[src/rtl/btn_write_pkg.sv]
// rtl/btn_write_pkg.sv - shared constants and FSM state type for the button write front end
package btn_write_pkg;
  localparam int NUM_DIGITS = 8;
  localparam int DIGIT_W    = 4;
  localparam int SEL_W      = 3;

  typedef enum logic [2:0] {
    IDLE,
    PRESS_DB,
    FIRE,
    HELD,
    RELEASE_DB
  } state_t;
endpackage

[src/rtl/sync_chain.sv]
// rtl/sync_chain.sv - multi-stage flop synchroniser with synchronous reset to zero
module sync_chain #(
  parameter int WIDTH  = 1,
  parameter int STAGES = 2
) (
  input  logic             clk,
  input  logic             reset,
  input  logic [WIDTH-1:0] d,
  output logic [WIDTH-1:0] q
);
  logic [WIDTH-1:0] stage [STAGES];

  always_ff @(posedge clk) begin
    if (reset) begin
      for (int i = 0; i < STAGES; i++) stage[i] <= '0;
    end else begin
      stage[0] <= d;
      for (int i = 1; i < STAGES; i++) stage[i] <= stage[i-1];
    end
  end

  assign q = stage[STAGES-1];
endmodule

[src/rtl/btn_write_ctrl.sv]
// rtl/btn_write_ctrl.sv - debounced push-button to single write strobe with captured num/sel
// AUTO_INC_EN: sel comes from an internal post-incrementing digit pointer instead of sw_sel.
module btn_write_ctrl
  import btn_write_pkg::*;
#(
  parameter int DEBOUNCE_CYCLES = 1000000,
  parameter int SYNC_STAGES     = 2
) (
  input  logic               clk,
  input  logic               reset,
  input  logic               btn_in,
  input  logic [DIGIT_W-1:0] sw_num,
  input  logic [SEL_W-1:0]   sw_sel,
  output logic               write,
  output logic [DIGIT_W-1:0] num,
  output logic [SEL_W-1:0]   sel,
  output logic               busy
);
  localparam int CNT_W = $clog2(DEBOUNCE_CYCLES);
  localparam logic [CNT_W-1:0] CNT_MAX = CNT_W'(DEBOUNCE_CYCLES - 1);

  logic               btn_s;
  logic [DIGIT_W-1:0] num_s;
  state_t             state, next_state;
  logic [CNT_W-1:0]   cnt, cnt_next;
  logic               write_next, busy_next, capture;

  sync_chain #(.WIDTH(1), .STAGES(SYNC_STAGES)) u_sync_btn (
    .clk(clk), .reset(reset), .d(btn_in), .q(btn_s)
  );
  sync_chain #(.WIDTH(DIGIT_W), .STAGES(SYNC_STAGES)) u_sync_num (
    .clk(clk), .reset(reset), .d(sw_num), .q(num_s)
  );

  always_ff @(posedge clk) begin
    if (reset) begin
      state <= IDLE;
      cnt   <= '0;
      write <= 1'b0;
      busy  <= 1'b0;
      num   <= '0;
    end else begin
      state <= next_state;
      cnt   <= cnt_next;
      write <= write_next;
      busy  <= busy_next;
      if (capture) num <= num_s;
    end
  end

  always_comb begin
    next_state = state;
    case (state)
      IDLE:       if (btn_s) next_state = PRESS_DB;
      PRESS_DB:   if (!btn_s) next_state = IDLE;
                  else if (cnt == CNT_MAX) next_state = FIRE;
      FIRE:       next_state = HELD;
      HELD:       if (!btn_s) next_state = RELEASE_DB;
      RELEASE_DB: if (btn_s) next_state = HELD;
                  else if (cnt == CNT_MAX) next_state = IDLE;
      default:    next_state = IDLE;
    endcase
  end

  // Counter only runs while waiting out a debounce window; any transition restarts it.
  always_comb begin
    cnt_next = '0;
    if (next_state == state && (state == PRESS_DB || state == RELEASE_DB))
      cnt_next = cnt + 1'b1;
    write_next = (next_state == FIRE);
    busy_next  = (next_state != IDLE);
    capture    = (state == PRESS_DB) && (next_state == FIRE);
  end

`ifdef AUTO_INC_EN
  logic [SEL_W-1:0] ptr;

  always_ff @(posedge clk) begin
    if (reset) begin
      ptr <= '0;
      sel <= '0;
    end else begin
      if (capture) sel <= ptr;
      if (state == FIRE) ptr <= ptr + 1'b1;
    end
  end
`else
  logic [SEL_W-1:0] sel_s;

  sync_chain #(.WIDTH(SEL_W), .STAGES(SYNC_STAGES)) u_sync_sel (
    .clk(clk), .reset(reset), .d(sw_sel), .q(sel_s)
  );

  always_ff @(posedge clk) begin
    if (reset) sel <= '0;
    else if (capture) sel <= sel_s;
  end
`endif
endmodule
[config.mk]
export PLATFORM = sky130hd
export DESIGN_NAME = btn_write_ctrl
export DESIGN_NICKNAME = d
export VERILOG_FILES = /design/src/rtl/btn_write_pkg.sv /design/src/rtl/sync_chain.sv /design/src/rtl/btn_write_ctrl.sv
export SDC_FILE = /design/constraint.sdc
export NUM_CORES = 1
export LEC_CHECK = 0
export CAP_MARGIN = 40
export CORE_MARGIN = 2
export CORE_UTILIZATION = 35
export DETAILED_ROUTE_END_ITERATION = 12
export GPL_TIMING_DRIVEN = 1
export PLACE_DENSITY = 0.63
export SYNTH_ARGS = -nofsm -noshare
export SYNTH_HDL_FRONTEND = slang
export SYNTH_SLANG_ARGS = --single-unit
[constraint.sdc]
create_clock -name clk -period 1.8 [get_ports clk]
set_input_delay 0.18 -clock clk [delete_from_list [all_inputs] [get_ports clk]]
set_output_delay 0.18 -clock clk [all_outputs]
set_load 0.05 [all_outputs]
## Word-level counts from Yosys, hierarchy flattened

Memory sizes are Yosys's and may differ from the RTL's. A register that Yosys moved wholly into a read port is not among the register bits.
Index checks and enable logic that the tools add are counted.

- $add $sub $neg: 1
- Equality and inequality tests: 7
- Muxes and demuxes: 16
- Bitwise operators: 7
- Reductions and logical operators: 6

Operators with widths:

| cell | number |
|---|---|
| 3-bit two-way mux | 8 |
| 20-bit by 1-bit adder with 20-bit output, second input constant | 1 |
| 20-bit equality test, second input constant | 1 |
| 3-bit case mux with 5 select lines | 1 |
| 3-bit by 2-bit equality test with 1-bit output, second input constant | 3 |
| 4-bit two-way mux | 2 |
| 1-bit OR | 6 |
| 1-bit two-way mux | 5 |
| 3-bit by 1-bit equality test with 1-bit output, second input constant | 1 |
| 3-bit equality test | 1 |
| 3-bit equality test, second input constant | 1 |
| 3-bit zero test | 1 |
| 3-bit nonzero test | 1 |
| 1-bit logical AND | 2 |
| 2-bit OR reduction | 1 |
| 1-bit logical OR | 1 |
| 1-bit NOT | 1 |

- Flip-flop bits (word level): 25
- RAM bits: 16
- Bits of input ports: 10
- Output and inout bits: 9
- Word-level logic and storage cells: 44
- Memories kept: 3

Memories:

| name | depth | bits a word | rd ports | clocked after memory_dff | write ports | RTL line | source |
|---|---|---|---|---|---|---|---|
| u_sync_num.stage | 2 | 4 | 2 | 1 | 2 | sync_chain.sv:11 | `logic [WIDTH-1:0] stage [STAGES];` |
| u_sync_sel.stage | 2 | 3 | 2 | 1 | 2 | sync_chain.sv:11 |  |
| u_sync_btn.stage | 2 | 1 | 2 | 0 | 2 | sync_chain.sv:11 |  |

## Logic depth before layout (Yosys ltp)

Gate-level depths: netlist of run 1.

- Word-level depth: 8
- Gate-level depth with buffers: 6
- Depth with buffers taken out: 5

## Cells and area by module

Synthesis of run 1 repeated with hierarchy kept, for this count alone.

- Cell total of the unflattened synthesis: 202
- Area, all modules: 1974.4 sq um

By module, submodules not included:

| module | instances | cells an instance | area an instance (sq um) | seq. area each (sq um) |
|---|---|---|---|---|
| btn_write_ctrl | 1 | 163 | 1501.4 | 640.6 |
| sync_chain (u_sync_num) | 1 | 20 | 240.2 | 160.2 |
| sync_chain (u_sync_sel) | 1 | 15 | 180.2 | 120.1 |
| sync_chain (u_sync_btn) | 1 | 4 | 52.6 | 40.0 |

## Worst setup path before layout of run 1

No wires, ideal clock.

- Kind: register to register
- Start: register cnt[0]
- End: register num[0] (read register of u_sync_num.stage)
- Library setup time: 0.132 ns
- Arrival: 1.647 ns
- Data required time: 1.668 ns
- Path slack: 0.020 ns
- Cell stages (with the launch flop): 7
- Path buffers: 1
- Clock period less this slack: 1.780 ns
- Cell sequence: dfxtp_1 > ha_1 > nand4_2 > or4_1 > buf_2 > o21ai_1 > a21oi_1

- Cells in the longest elaborated chain, start to end: 6
- Elaborated cells on any way between the ends: 8
- Classes of those cells: eq/ne (2); mux (5); reduce/logical (1)

RTL lines:

| what | RTL line | source |
|---|---|---|
| start, declared | btn_write_ctrl.sv:25 | `logic [CNT_W-1:0] cnt, cnt_next;` |
| start signal, assigned | btn_write_ctrl.sv:44 | `cnt <= cnt_next;` |
| 20-bit equality test (*) | btn_write_ctrl.sv:56, btn_write_ctrl.sv:60 |  |
| 3-bit two-way mux, on equally long branches | btn_write_ctrl.sv:60, btn_write_ctrl.sv:56 |  |
| 3-bit two-way mux, on equally long branches | btn_write_ctrl.sv:59, btn_write_ctrl.sv:55 |  |
| 3-bit case mux with 5 select lines (*) | btn_write_ctrl.sv:53 | `case (state)` |
| 3-bit by 2-bit equality test with 1-bit output (*) | btn_write_ctrl.sv:72 | `capture = (state == PRESS_DB) && (next_state == FIRE);` |
| 1-bit logical AND (*) | btn_write_ctrl.sv:72 |  |
| end, declared | btn_write_ctrl.sv:15 | `output logic [DIGIT_W-1:0] num,` |

Mark *: on every way between the ends. The rest lies on a longest branch, timed or not.
A chain may end at the register's enable or synchronous reset.

## Worst setup path after layout of run 1

- Start: register cnt[7]
- End: register sel[0] (read register of u_sync_sel.stage)

- Cells in the longest elaborated chain, start to end: 6
- Elaborated cells on any way between the ends: 8
- Classes of those cells: eq/ne (2); mux (5); reduce/logical (1)

RTL lines:

| what | RTL line | source |
|---|---|---|
| 20-bit equality test (*) | btn_write_ctrl.sv:56, btn_write_ctrl.sv:60 |  |
| 3-bit two-way mux, on equally long branches | btn_write_ctrl.sv:60, btn_write_ctrl.sv:56 |  |
| 3-bit two-way mux, on equally long branches | btn_write_ctrl.sv:59, btn_write_ctrl.sv:55 |  |
| 3-bit case mux with 5 select lines (*) | btn_write_ctrl.sv:53 |  |
| 3-bit by 2-bit equality test with 1-bit output (*) | btn_write_ctrl.sv:72 |  |
| 1-bit logical AND (*) | btn_write_ctrl.sv:72 |  |
| end, declared | btn_write_ctrl.sv:16 | `output logic [SEL_W-1:0] sel,` |

Marks and branches as above.

==> flow_summary_export.csv, run 1 <==
group,metric,value,unit
global_route,grt_pass1_vias,1412,
global_route,grt_pass1_wl,6500,um
sta,whs,0.423,ns
setup_path,arrival,1.93,ns
die,io_pins,19,
sta,slew_viol_final,0,
finish,antenna-diode-count,0,
die,dieWidth,78.2,um
routing,wirelength,3640,um
synthesis,ys_ff_latch,48,
placement,port_buffers,18,
setup_path,cp_top_family,"simple AND/OR/NAND/NOR gates",
synthesis,synth-compound-area-share,11.5,%
clock_tree,cts-root-buf,"clkbuf_8",
setup_path,worstPathMaxFanout,8,
setup_path,slowest_stage,"or4b_4",
routing,antenna_left,0,
setup_path,critPathRequiredTime,1.98,ns
finish,nFillCells,548,
power,p_per_area,789,nW/um2
placement,place_worst_setup_slack,-0.0448,ns
routing,dr.first_iter.drc_count,84,
setup_path,slowest_delay,0.57,ns
sta,period_minus_slack,1.75,ns
job,cap_violations,0,
placement,placed_cells,307,
power,power,1.93,mW
run_status,outcome,"finished clean",
setup_path,cp-end-kind,"flop",
clock_tree,clockBufferDepth,2,
global_route,antenna_found_initial,0,
synthesis,seq_area_frac_synth,49.9,%
synthesis,synthesis.nets,219,
synthesis,ys.flop_type,"dfxtp_1",
synthesis,synthTopCellsByCount,"dfxtp_1, nor2b_1, a21oi_1, nor2_1, nand4_1",
global_route,grt_usage,13.2,%
synthesis,yosys.area_share.adder,0.649,%
synthesis,synthCells,208,
synthesis,synth-simple-area-share,28.2,%
setup_path,critPathLaunchType,"flop",
synthesis,avgSynthCellArea,9.26,um2
routing,vias,1536,
sta,worst_slew_pin_slew,0.545,ns
synthesis,async_reset_ff_share,0,%
clock_tree,h-tree-depth,2,
synthesis,synthMuxAreaShare,0,%
global_route,overflow,0,
synthesis,synth_top_area_share,49.9,%
sta,relSlewSlack,63.2,%
die,die_y,78.2,um
synthesis,yosys_warnings,0,
sta,rsz0062_at_grt,"yes",
synthesis,yosysTopAreaCell,"dfxtp_1",
placement,routabilityCongestion,0.802,
routing,detail_route.wl_per_cell,11.5,um
synthesis,synth-xor-area-share,5.45,%
sta,clock_skew,0.00479,ns
synthesis,yosysMostFrequentCell,"dfxtp_1",
hold_path,hp-class,"input pin to flop",
setup_path,crit_chain,"or4b_4, or4_4, o21ai_1, a21oi_1",
finish,fin_nets,254,
synthesis,synthTopCellsByArea,"dfxtp_1, nor2b_1, nand4_1",
sta,setup_slack,0.0523,ns
synthesis,synth_top_family_by_area,"simple AND/OR/NAND/NOR gates",
global_route,grt_max_degree,29,
finish,layout.cells.non_filler,316,
sta,max_freq,572,MHz
finish,area_growth,27.2,%
clock_tree,cts.clk_slew.worst_paths,0.09,ns
setup_path,crit_buf_inv,0,
setup_path,crit_type,"flop to flop",
finish,drive_gt1_share,16.0,%
clock_tree,worstSkewPairLatency,0.30,ns
synthesis,yosys.cell_types.count,39,
sta,setup_viol,0,
die,start_util,35.6,%
die,die_area,6110,um2
power,ir_drop,461,uV
power,p_leak,0.823,nW
routing,viasPerCell,4.86,
placement,dpl.hpwl,2560,um
synthesis,syn_area,1930,um2
sta,setup-tns-final,0,ns
clock_tree,clock_sinks,48,
clock_tree,cts_tree,"built",
die,core_area,5410,um2
clock_tree,cts_made_buffers,5,
sta,period_share,97.1,%
sta,finalHoldViolCount,0,
synthesis,synth-edff-count,0,
die,rows,27,
routing,drc,0,
routing,drtPass1Iterations,4,
## per-layer routing
layer  vias up  routed length [um]  track usage (%)
li1        800                   -                -
met1       708                1800             16.9
met2        24                1690             21.6
met3         4                 111             3.45
met4         0                  33             4.91
met5         -                   0                0
## final timing paths
check	depth (start not counted)	endpoint	start	slack, ns
min reg2reg	1	u_sync_sel.stage[1][0]$_SDFF_PP0_	u_sync_sel.stage[0][0]$_SDFF_PP0_	0.44
max	4	sel[0]$_SDFFE_PP0P_	cnt[7]$_SDFF_PP0_	0.05
min	2	u_sync_sel.stage[0][0]$_SDFF_PP0_	sw_sel[0]	0.42
max reg2reg	4	sel[0]$_SDFFE_PP0P_	cnt[7]$_SDFF_PP0_	0.05
## where the power goes
| part | total (mW) | switching, mW | internal (mW) | leakage [nW] |
|---|---|---|---|---|
| registers | 1.08 | 0.00433 | 1.08 | 0.390 |
| logic | 0.0547 | 0.0218 | 0.0329 | 0.378 |
| clock network | 0.796 | 0.377 | 0.419 | 0.0548 |
## through the flow
step / util (%) / cell area [um2]
6_report: 45.3 / 2450
5_1_grt: 45.3 / 2450
3_3_place_gp: 42.6 / 2300
4_1_cts: 44.8 / 2420
2_1_floorplan: - / 1930
3_5_place_dp: 42.6 / 2300
## area by class of cell
type	instances	area (um2)	share of cell area, %
sequential	48	961	39.2
multi-input combinational	142	908	37.1
timing repair buffer	39	350	14.3
tap	72	90.1	3.68
clock buffer	5	68.8	2.81
clock inverter	3	46.3	1.89
inverter	7	26.3	1.07
## logic make-up after synthesis
logic type | count (synthesis)
buf+inv | 18
xor+xnor | 12
simple gates | 91
compound gates | 38
fa+ha+maj | 1
flops | 48
## registers in the layout (all words and copies together), names as in the netlist
signal / cells
u_sync_num.stage: 8
num: 4
state: 3
u_sync_sel.stage: 6
write: 1
busy: 1
sel: 3
u_sync_btn.stage: 2
cnt: 20
## placed cells by master, fill, tap and decap left out, types with 2 or more instances in the layout
cell / n
buf_4: 20
xnor2_1: 10
inv_1: 7
o31ai_1: 2
nand3b_1: 2
nor4_1: 3
o21ai_1: 7
o21ai_0: 6
nand4_1: 14
or4_1: 3
nor2_1: 17
or3_1: 3
clkbuf_8: 5
or3_4: 2
clkdlybuf4s50_1: 18
xor2_1: 2
nand2_1: 5
dfxtp_1: 48
a21oi_1: 17
nand3_1: 6
nor2b_1: 18
nor3_1: 7
## repair_timing
item                                    4_1_cts  5_1_grt
buffers inserted                              0        1
hold buffers                                  0        0
endpoints found under the hold margin         0        0
pin swaps                                     0        0
gates resized for setup                       1        5
endpoints found under the setup margin        7       25
No activity file was read; power rests on OpenSTA's default activity.
==> run 2: changes to the inputs <==
PLACE_DENSITY = 0.61   (was 0.63)
clock period = 2.15 ns   (was 1.8 ns; I/O delays follow)
==> run 2 against run 1 <==
- total power decreased by 16%
- clock power decreased by 16%
- design area decreased by 5.5%
- largest cell class unchanged
- first-iteration DRC count unchanged
==> flow_summary_export.csv, run 2 (synthesis results as in run 1) <==
group,metric,value,unit
finish,area_growth,20.3,%
clock_tree,cts-root-buf,"clkbuf_8",
global_route,overflow,0,
clock_tree,holdBufCountCts,0,
global_route,antenna_found_initial,0,
run_status,outcome,"finished clean",
sta,period_minus_slack,1.91,ns
setup_path,arrival,2.15,ns
routing,drtPass1Iterations,4,
setup_path,cp-end-kind,"flop",
placement,routabilityCongestion,0.811,
sta,setup_slack,0.237,ns
sta,period_share,89.0,%
job,cap_violations,0,
global_route,grt_usage,12.4,%
clock_tree,cts_tree,"built",
placement,dpl.hpwl,2410,um
placement,place_worst_setup_slack,0.170,ns
routing,dr.first_iter.drc_count,84,
sta,rsz0062_at_grt,"no",
finish,antenna-diode-count,0,
sta,setup_viol,0,
die,start_util,35.6,%
die,core_area,5410,um2
clock_tree,worstSkewPairLatency,0.30,ns
placement,port_buffers,18,
setup_path,cp-startpoint,"cnt[0]$_SDFF_PP0_",
setup_path,regToRegEndpoint,"cnt[18]$_SDFF_PP0_",
finish,nFillCells,550,
sta,setup-tns-final,0,ns
setup_path,critPathRequiredTime,2.39,ns
setup_path,worstPathMaxFanout,7,
power,p_per_area,700,nW/um2
finish,largest_reg_flops,20,
finish,fin_nets,239,
clock_tree,clock_sinks,48,
hold_path,hp-class,"flop to flop",
clock_tree,cts_setup_buffers,0,
sta,slew_viol_final,0,
sta,worst_slew_pin_slew,0.495,ns
die,dieWidth,78.2,um
die,rows,27,
global_route,grt_max_degree,29,
finish,final_cell_mix,"dfxtp_1, nor2b_1, clkdlybuf4s50_1, a21oi_1, nor2_1",
routing,detail_route.wl_per_cell,11.6,um
finish,drive_gt1_share,9.17,%
sta,finalHoldViolCount,0,
power,p_leak,0.739,nW
finish,top_register,"cnt",
finish,final_common_cell,"dfxtp_1",
die,io_pins,19,
routing,drc,0,
sta,clock_skew,0.00375,ns
hold_path,hold_depth,1,
power,ir_drop,419,uV
setup_path,r2r_slack,0.24,ns
die,die_y,78.2,um
hold_path,hp-start,"u_sync_btn.stage[0][0]$_SDFF_PP0_",
clock_tree,cts_made_buffers,5,
clock_tree,h-tree-depth,2,
sta,max_freq,523,MHz
setup_path,crit_type,"flop to flop",
routing,viasPerCell,4.85,
hold_path,hold_end,"u_sync_btn.stage[0][1]$_SDFF_PP0_",
power,power,1.62,mW
setup_path,ff2ff_path_depth,5,
routing,vias,1461,
global_route,grt_pass1_wl,5960,um
clock_tree,cts.clk_slew.worst_paths,0.09,ns
clock_tree,clockBufferDepth,2,
finish,top_regs,"cnt (20), u_sync_num.stage (8), u_sync_sel.stage (6)",
sta,relSlewSlack,66.9,%
routing,antenna_left,0,
global_route,grt_pass1_vias,1280,
die,die_area,6110,um2
setup_path,r2r-start,"cnt[0]$_SDFF_PP0_",
setup_path,critPathLaunchType,"flop",
routing,wirelength,3490,um
[run 2: cell types whose count changed in the layout (fill, tap and decap cells not counted), moves of 2 or more]
cell / delta
buf_4: -15
clkinv_4: +2
or3_1: +2
or3_4: -2
[run 2: power breakdown]
| group | leakage [nW] | internal [mW] | switching (mW) |
|---|---|---|---|
| logic | 0.290 | 0.0260 | 0.0161 |
| clock network | 0.0583 | 0.351 | 0.322 |
| registers | 0.390 | 0.903 | 0.00555 |
| total | 0.739 | 1.28 | 0.343 |
[run 2: area by class of cell]
class                           count  area (um2)  share of cell area, %
Sequential cell                    48         961                   41.5
Timing Repair Buffer               24         238                   10.3
Clock buffer                        5        68.8                   2.97
Clock inverter                      3        47.5                   2.05
Tap cell                           72        90.1                   3.89
Inverter                            7        26.3                   1.13
Multi-Input combinational cell    142         886                   38.2
[run 2: metal layers]
metal,global-route usage [%],up-vias,wire [um]
met5,0,-,0
met3,3.10,7,94
met2,18.4,19,1520
li1,-,777,-
met1,16.9,658,1820
met4,5.79,0,59
[run 2: worst max path at each step]
stage | to | slack (ns)
after floorplan | num[0]$_SDFFE_PP0P_ | 0.37
after global placement | sel[0]$_SDFFE_PP0P_ | 0.23
after detailed placement | num[1]$_SDFFE_PP0P_ | 0.17
after CTS | num[1]$_SDFFE_PP0P_ | 0.14
after global routing | num[1]$_SDFFE_PP0P_ | 0.09
final | cnt[18]$_SDFF_PP0_ | 0.24
[run 2: what timing repair did]
| action | in CTS | in global routing |
|---|---|---|
| hold endpoints to repair | 0 | 0 |
| endpoints found under the setup margin | 0 | 1 |
| gates resized for setup | 0 | 1 |
[run 2: worst max-delay path, cell delays in order, from the launching register on]
cell     delay [ns]
dfxtp_1        0.40
ha_1           0.24
nand4_2        0.25
or2_2          0.42
or4_1          0.40
a21oi_1        0.14
[run 2: per-stage QoR]
stage	hold WS (ns)	cells	utilization [%]	cell area, um2
2_1_floorplan	0.343	208	-	1930
3_3_place_gp	0.417	293	40.6	2200
3_5_place_dp	0.427	293	40.6	2200
4_1_cts	0.447	301	42.8	2310
5_1_grt	0.438	301	42.9	2320
6_report	0.444	301	42.9	2320
